$ cat config.mk
export PLATFORM = sky130hd
export DESIGN_NAME = hex_counter_display
export DESIGN_NICKNAME = d
export VERILOG_FILES = /design/src/rtl/hex_disp_pkg.sv /design/src/rtl/hex_seg_decoder.sv /design/src/rtl/hex_counter_display.sv
export SDC_FILE = /design/constraint.sdc
export NUM_CORES = 1
export LEC_CHECK = 0
export ABC_CLOCK_PERIOD_IN_PS = 3200
export BUFFER_PORTS_ARGS = -buffer_cell sky130_fd_sc_hd__buf_4
export CAP_MARGIN = 30
export CORE_MARGIN = 2
export CORE_UTILIZATION = 45
export CTS_CLUSTER_DIAMETER = 150
export CTS_CLUSTER_SIZE = 25
export DETAILED_ROUTE_END_ITERATION = 10
export HOLD_SLACK_MARGIN = 0.06
export PLACE_DENSITY = 0.65
export SYNTH_ARGS = -nofsm -noshare
export SYNTH_HDL_FRONTEND = slang
export SYNTH_SLANG_ARGS = --single-unit
$ cat constraint.sdc
create_clock -name clock -period 3.2 [get_ports clock]
set_input_delay 0.48 -clock clock [delete_from_list [all_inputs] [get_ports clock]]
set_output_delay 0.48 -clock clock [all_outputs]
set_load 0.01 [all_outputs]
$ cat src/rtl/hex_disp_pkg.sv
// Shared constants for the hex counter display: nibble/segment widths and the
// active-low gfedcba segment table for hex digits 0-F.
package hex_disp_pkg;

   localparam int unsigned SEG_W    = 7;
   localparam int unsigned NIBBLE_W = 4;

   localparam logic [SEG_W-1:0] SEG_BLANK = 7'b1111111;

   // Index = nibble value, bit 0 = seg a ... bit 6 = seg g, 0 = segment lit.
   localparam logic [SEG_W-1:0] SEG_TABLE [16] = '{
      7'b1000000,  // 0
      7'b1111001,  // 1
      7'b0100100,  // 2
      7'b0110000,  // 3
      7'b0011001,  // 4
      7'b0010010,  // 5
      7'b0000010,  // 6
      7'b1111000,  // 7
      7'b0000000,  // 8
      7'b0010000,  // 9
      7'b0001000,  // A
      7'b0000011,  // b
      7'b1000110,  // C
      7'b0100001,  // d
      7'b0000110,  // E
      7'b0001110   // F
   };

endpackage

$ cat src/rtl/hex_seg_decoder.sv
// Combinational nibble to active-low seven-segment decoder, one per displayed digit.
module hex_seg_decoder
   import hex_disp_pkg::*;
(
   input  logic [NIBBLE_W-1:0] i_nibble,
   output logic [SEG_W-1:0]    o_seg
);

   assign o_seg = SEG_TABLE[i_nibble];

endmodule

$ cat src/rtl/hex_counter_display.sv
// Multi-digit hex up/down counter with rate divider, parallel load and registered
// seven-segment outputs. Define HEX_COUNTER_DISPLAY_LZ_BLANK_EN for leading-zero blanking.
module hex_counter_display
   import hex_disp_pkg::*;
#(
   parameter int unsigned DIGITS   = 2,
   parameter int unsigned RATE_DIV = 50000000,
   parameter int unsigned DIV_W    = 26
) (
   input  logic                      clock,
   input  logic                      reset,
   input  logic                      enable,
   input  logic                      up_down,
   input  logic                      load,
   input  logic [4*DIGITS-1:0]       load_value,
   output logic [4*DIGITS-1:0]       count,
   output logic                      tick,
   output logic                      wrap,
   output logic [SEG_W*DIGITS-1:0]   hex_seg
);

   localparam int unsigned         CNT_W      = NIBBLE_W * DIGITS;
   localparam int unsigned         SEGS_W     = SEG_W * DIGITS;
   localparam logic [DIV_W-1:0]    DIV_RELOAD = DIV_W'(RATE_DIV - 1);
   localparam logic [CNT_W-1:0]    CNT_MAX    = '1;

   logic [DIV_W-1:0]  r_div;
   logic [CNT_W-1:0]  r_count;
   logic              r_tick;
   logic              r_wrap;
   logic [SEGS_W-1:0] r_seg;

   logic              w_step;
   logic [CNT_W-1:0]  w_count_next;
   logic              w_wrap_next;
   logic [SEGS_W-1:0] w_seg_raw;
   logic [SEGS_W-1:0] w_seg_next;
   logic [SEGS_W-1:0] w_seg_rst;

   assign w_step = enable && (r_div == '0);

   always_comb begin
      w_count_next = r_count;
      w_wrap_next  = 1'b0;
      if (up_down) begin
         w_count_next = r_count + CNT_W'(1);
         w_wrap_next  = (r_count == CNT_MAX);
      end else begin
         w_count_next = r_count - CNT_W'(1);
         w_wrap_next  = (r_count == '0);
      end
   end

   for (genvar g = 0; g < DIGITS; g++) begin : g_dec
      hex_seg_decoder u_dec (
         .i_nibble (r_count[g*NIBBLE_W +: NIBBLE_W]),
         .o_seg    (w_seg_raw[g*SEG_W +: SEG_W])
      );
   end

`ifdef HEX_COUNTER_DISPLAY_LZ_BLANK_EN
   logic w_lead_seen;

   // Scan from the top digit down; digits above the first nonzero one go dark.
   always_comb begin
      w_seg_next  = w_seg_raw;
      w_lead_seen = 1'b0;
      for (int i = int'(DIGITS) - 1; i >= 1; i--) begin
         w_lead_seen = w_lead_seen || (r_count[i*NIBBLE_W +: NIBBLE_W] != '0);
         if (!w_lead_seen) begin
            w_seg_next[i*SEG_W +: SEG_W] = SEG_BLANK;
         end
      end
   end

   always_comb begin
      w_seg_rst = '0;
      for (int i = 0; i < int'(DIGITS); i++) begin
         w_seg_rst[i*SEG_W +: SEG_W] = (i == 0) ? SEG_TABLE[0] : SEG_BLANK;
      end
   end
`else
   always_comb begin
      w_seg_next = w_seg_raw;
   end

   always_comb begin
      w_seg_rst = '0;
      for (int i = 0; i < int'(DIGITS); i++) begin
         w_seg_rst[i*SEG_W +: SEG_W] = SEG_TABLE[0];
      end
   end
`endif

   // Load beats a coincident step: the step is dropped and the divider restarts.
   always_ff @(posedge clock) begin
      if (reset) begin
         r_count <= '0;
         r_div   <= DIV_RELOAD;
         r_tick  <= 1'b0;
         r_wrap  <= 1'b0;
         r_seg   <= w_seg_rst;
      end else begin
         r_seg  <= w_seg_next;
         r_tick <= 1'b0;
         r_wrap <= 1'b0;
         if (load) begin
            r_count <= load_value;
            r_div   <= DIV_RELOAD;
         end else if (w_step) begin
            r_count <= w_count_next;
            r_div   <= DIV_RELOAD;
            r_tick  <= 1'b1;
            r_wrap  <= w_wrap_next;
         end else if (enable) begin
            r_div <= r_div - DIV_W'(1);
         end
      end
   end

   assign count   = r_count;
   assign tick    = r_tick;
   assign wrap    = r_wrap;
   assign hex_seg = r_seg;

endmodule

======== Yosys cells after proc, flatten, opt, wreduce, memory -nomap -nowiden ========
Memory sizes are Yosys's and may differ from the RTL's. A register that Yosys moved wholly into a read port is not among the register bits.
Cells that the tools add are included.
storage, ports and cells
  flip-flop bits (word level) ............. 36
  latch bits .............................. 0
  RAM bits ................................ 0
  bits in read-only memories .............. 224
  input port bits ......................... 13
  output and inout bits ................... 24
  word-level logic and storage cells ...... 25
  memories kept ........................... 2
memories
  name             words  width  rd ports  clocked after memory_dff  write ports  RTL line              RTL
  (no name shown)  16     7      1         1                         0            hex_seg_decoder.sv:9  assign o_seg = SEG_TABLE[i_nibble];
  (no name shown)  16     7      1         1                         0            hex_seg_decoder.sv:9
operators by class
  $add $sub $neg .......................... 3
  multiply operators ...................... 0
  div/mod/pow operators ................... 0
  $lt $le $gt $ge ......................... 0
  eq/ne operators ......................... 1
  shifts and indexed selects .............. 0
  multiplexer cells ....................... 5
  bitwise logic cells ..................... 3
  reduce and logical (&&, ||, !) cells .... 7
operator list
  operator               number
  $logic_not 26->1       1
  $sub 26x1->26 const B  1
  $mux 8                 3
  $not 4->5              2
  $add 8x1->8 const B    1
  $eq 8x8->1 const B     1
  $logic_not 8->1        1
  $sub 8x1->8 const B    1
  $reduce_or 3->1        2
  $mux 1                 2
  $reduce_bool 2->1      1
  $reduce_or 2->1        1
  $logic_and 1x1->1      1
  $not 1->1              1

======== Longest topological paths before layout ========
  depth after elaboration ................. 4
  gate-level depth with buffers ........... 8
  gate-level depth less buffers ........... 8

======== Cells and area by module ========
A second synthesis with hierarchy kept.
unflattened totals
  cells, all modules ...................... 330
  area total of the unflattened synthesis .. 2900.3 µm²
modules (own cells, without submodules)
  module                            times used  cells an instance  area an instance (µm²)  sequential area each (µm²)
  hex_counter_display               1           263                2377.3                  1001.0
  hex_seg_decoder (g_dec[1].u_dec)  1           32                 275.3                   0.0
  hex_seg_decoder (g_dec[0].u_dec)  1           35                 247.7                   0.0

======== Worst setup path after synthesis ========
OpenSTA, ideal clock, no wires.
  path kind ............................... register to register
  start ................................... register r_div[11]
  end ..................................... register r_count[2] (netlist: count[2])
  library setup time ...................... 128 ps
  data arrival time ....................... 2176 ps
  required time ........................... 3072 ps
  path slack .............................. 896 ps
  cell stages (with the launch flop) ...... 7
  buffers on the path ..................... 0
  period minus slack after synthesis ...... 2304 ps
  cell sequence ........................... dfxtp_1 or4_4 or4_4 nor3_4 mux2_2 mux2i_1 nor2_1
on the way
  word-level cells in the longest chain between the ends .. 3
ends and longest elaborated chain
  item                         RTL line                    RTL
  from (decl)                  hex_counter_display.sv:27   logic [DIV_W-1:0] r_div;
  from (signal assigned)       hex_counter_display.sv:116  r_div <= r_div - DIV_W'(1);
  $logic_not 26->1             hex_counter_display.sv:40   assign w_step = enable && (r_div == '0);
  $logic_and 1x1->1            hex_counter_display.sv:40
  $reduce_bool 2->1 (no line)  --
  to (signal assigned)         hex_counter_display.sv:108  r_count <= load_value;
  to (signal assigned)         hex_counter_display.sv:111  r_count <= w_count_next;
  to (decl)                    hex_counter_display.sv:28   logic [CNT_W-1:0] r_count;
No other way between the ends.
A chain may end at the register's enable or synchronous reset.

======== Worst setup path after layout ========
  start ................................... register r_div[4]
  end ..................................... register r_count[2] (netlist: count[2])
Same word-level chain as after synthesis.

==> impl_results.md <==
- Status: complete, no violations
- Worst-skew pair later-pin latency: 0.30 ns
- Root Buffer: clkbuf_8
- Ys async rst share: 0%
- Pins Over Slew Limit: 0
- Critical Path AT: 2.73 ns
- Port buffer count: 36
- Cell count after synthesis: 303
- Top cell type's share of synthesized area: 37.8%
- RSZ-0062 raised after global routing: false
- Total track usage: 16.9%
- Cell Area, Synth: 2650 sq um
- Power Dens Cells: 391 nW/um^2
- Clock slew at reported path FFs: 0.09 ns
- Clock tree from TritonCTS: yes
- TNS Setup: 0 ns
- DP HPWL: 3670 microns
- Final std cells w/o fill: 409
- Clock tree buffer depth: 2
- Vias post-DR: 2087
- Synth area leader: dfxtp_1
- Yosys cell types: 47
- Antenna cells: 0
- H-tree level count: 2
- EDFF count, synth: 0
- Critical Setup Path Class: reg -> reg
- DIE HEIGHT: 80.7 microns
- Die width: 80.7 microns
- Hold Path Class: in -> reg
- CP required: 3.40 ns
- Layout cells sized above 1: 16.9%
- Critical-path maximum fanout: 10
- Area Growth Syn to Fin: 15.5%
- Post-Syn Area per Cell: 8.74 sq um
- Yosys Warn Count: 0
- Area of the multi-input gates: 1560 sq um
- Inst Count DP: 401
- Gr ovfl total: 0
- Tmin final: 2.53 ns
- Slowest cell on crit path: nor3_4
- Synthesized net count: 336
- Final Cycle Share: 79.1%
- Setup slack at placement: 0.648 ns
- Routed WL per cell: 12.2 microns
- Number of detailed-route iterations in the first pass: 4
- Synthesized flop and latch total: 50
- Cts hold-fix bufs: 0
- Global-route wire length before repair: 8630 microns
- Maximum capacitance violations: 0
- Row cnt: 27
- DRT Wirelength: 5000 microns
- Seq. cell area: 1000 sq um
- Setup-failing EPs final: 0
- Initial Utilization: 47.2%
- IR drop worst, VDD: 186 uV
- Placement Cell Area: 2970 sq um
- Design Power: 1.20 mW
- Final hold slack: 0.406 ns
- Lkg Pwr: 1.23 nW
- Synth area leaders: dfxtp_1 (38%), ha_1 (9.0%), xnor2_1 (6.3%), nand2_1 (5.5%), nor2_1 (5.4%)
- Setup Skew: 0.00851 ns
- Total CTS buffers: 5
- Filler cells: 549
- Post-synthesis sequential area ratio: 37.8%
- Vias per inst: 5.10
- Die area: 6510 sq um
- Largest net degree at the start of global routing: 22
- Routability cong.: 0.811
- Timing-limited maximum frequency: 395 MHz
- CP endpoint kind: flop
- Clock tree sinks: 50
- Slowest Stage Delay on Critical Path: 0.57 ns
- Layout net count: 369
- Post-CTS setup buffer count: 0
- Final Instance Area: 3060 sq um
- Crit-path cells: nor4_1, nand4b_1, nor3_4, mux2_2, mux2i_1, nor2_1
- Final setup margin: 0.668 ns
- Final Core Density: 54.5%
- Post-CTS resize count: 0
- Least-Margin Pin Slew: 0.617 ns
- Number of global-route vias before repair: 1895
- Initial antenna violation count: 0
- Core region area: 5610 sq um
- First DRT Iteration DRCs: 58
- Crit start category: flop
- Slew Limit Headroom: 58.8%
- Final Hold Viols: 0
- Top FF cell, synth: dfxtp_1
- IO Count: 37
- Routed Antenna Nets: 0
- Number of remaining DRC errors: 0
[layout make-up]
class                           instances  area share (%)
Multi-Input combinational cell        231            51.1
Sequential cell                        50            32.7
Timing Repair Buffer                   37            9.08
Tap cell                               72            2.95
Clock buffer                            6            2.37
Inverter                               11            1.35
Clock inverter                          2           0.450
[layout by cell type (no fill, tap or decap), types with 2 or more instances in the layout]
cell,n
mux2_2,4
xor2_1,9
a31oi_1,2
nor2_1,38
a311oi_1,4
nor4b_1,2
and2_1,2
clkbuf_8,5
a21oi_1,10
inv_1,11
nand2b_1,7
or2_2,2
nand3_1,6
a211oi_1,7
o21a_1,2
or4_4,2
buf_4,37
xnor2_1,19
o21bai_1,2
dfxtp_1,50
nor4_1,8
ha_1,19
nand2_1,39
o21ai_0,7
nand3b_1,2
mux2i_1,6
nor3_1,8
nor2b_1,5
o211ai_1,2
[state kept, by name, summed over array words and instances, names as in the netlist]
register	cells
hex_seg	14
wrap	1
count	8
r_div	26
tick	1
[cells in the mapped netlist, types with 2 or more instances]
cell type and number:
and2_1 2, or2_2 2, nor3_1 8, o21a_1 2, nor4b_1 2, dfxtp_1 50
buf_2 2, a21oi_1 10, or4_4 2, nand2_1 39, nand3b_1 2, mux2_2 4
o21ai_0 7, ha_1 19, a211oi_1 7, o211ai_1 2, nor2_1 38, xnor2_1 19
nand2b_1 7, inv_1 11, mux2i_1 6, clkbuf_1 8, xor2_1 9, nor2b_1 5
nand3_1 6, a311oi_1 4, o21bai_1 2, nor4_1 8, a31oi_1 2
[path summary, 6_finish.rpt]
path	end	slack, ns	depth (start not counted)	from
worst min-delay path	count[6]$_SDFFE_PP0P_	0.41	3	load_value[6]
worst max-delay path	count[2]$_SDFFE_PP0P_	0.67	6	r_div[4]$_SDFFE_PP1P_
worst min register to register	r_div[10]$_SDFFE_PP0P_	0.49	2	r_div[10]$_SDFFE_PP0P_
worst max register to register	count[2]$_SDFFE_PP0P_	0.67	6	r_div[4]$_SDFFE_PP1P_
[metal layers]
metal	wire, microns	vias to the layer above	track usage, %	share of wire (%)
li1	-	1118	-	-
met1	2510	940	22.5	50
met2	2300	21	27.2	46
met3	125	8	3.48	2.5
met4	74	0	6.10	1.5
met5	0	-	0	0
[cells by family after synthesis]
| group | share of synthesized area [%] |
|---|---|
| buf+inv | 3.21 |
| flops | 37.8 |
| mux | 3.97 |
| compound gates | 11.0 |
| xor+xnor | 9.26 |
| simple gates | 25.0 |
| fa+ha+maj | 9.74 |
[worst max-delay path, delay by kind of cell, from the launching register on]
| family | cells | cell delay [ns] |
|---|---|---|
| flops | 1 | 0.35 |
| simple gates | 4 | 1.55 |
| mux | 2 | 0.52 |
[power by group]
group | leakage, nW | switching [mW] | total (mW) | internal (mW)
registers | 0.408 | 0.0252 | 0.666 | 0.640
clock network | 0.0452 | 0.204 | 0.358 | 0.155
logic | 0.779 | 0.0856 | 0.172 | 0.0862
total | 1.23 | 0.314 | 1.20 | 0.881
No activity file was read; power rests on OpenSTA's default activity.
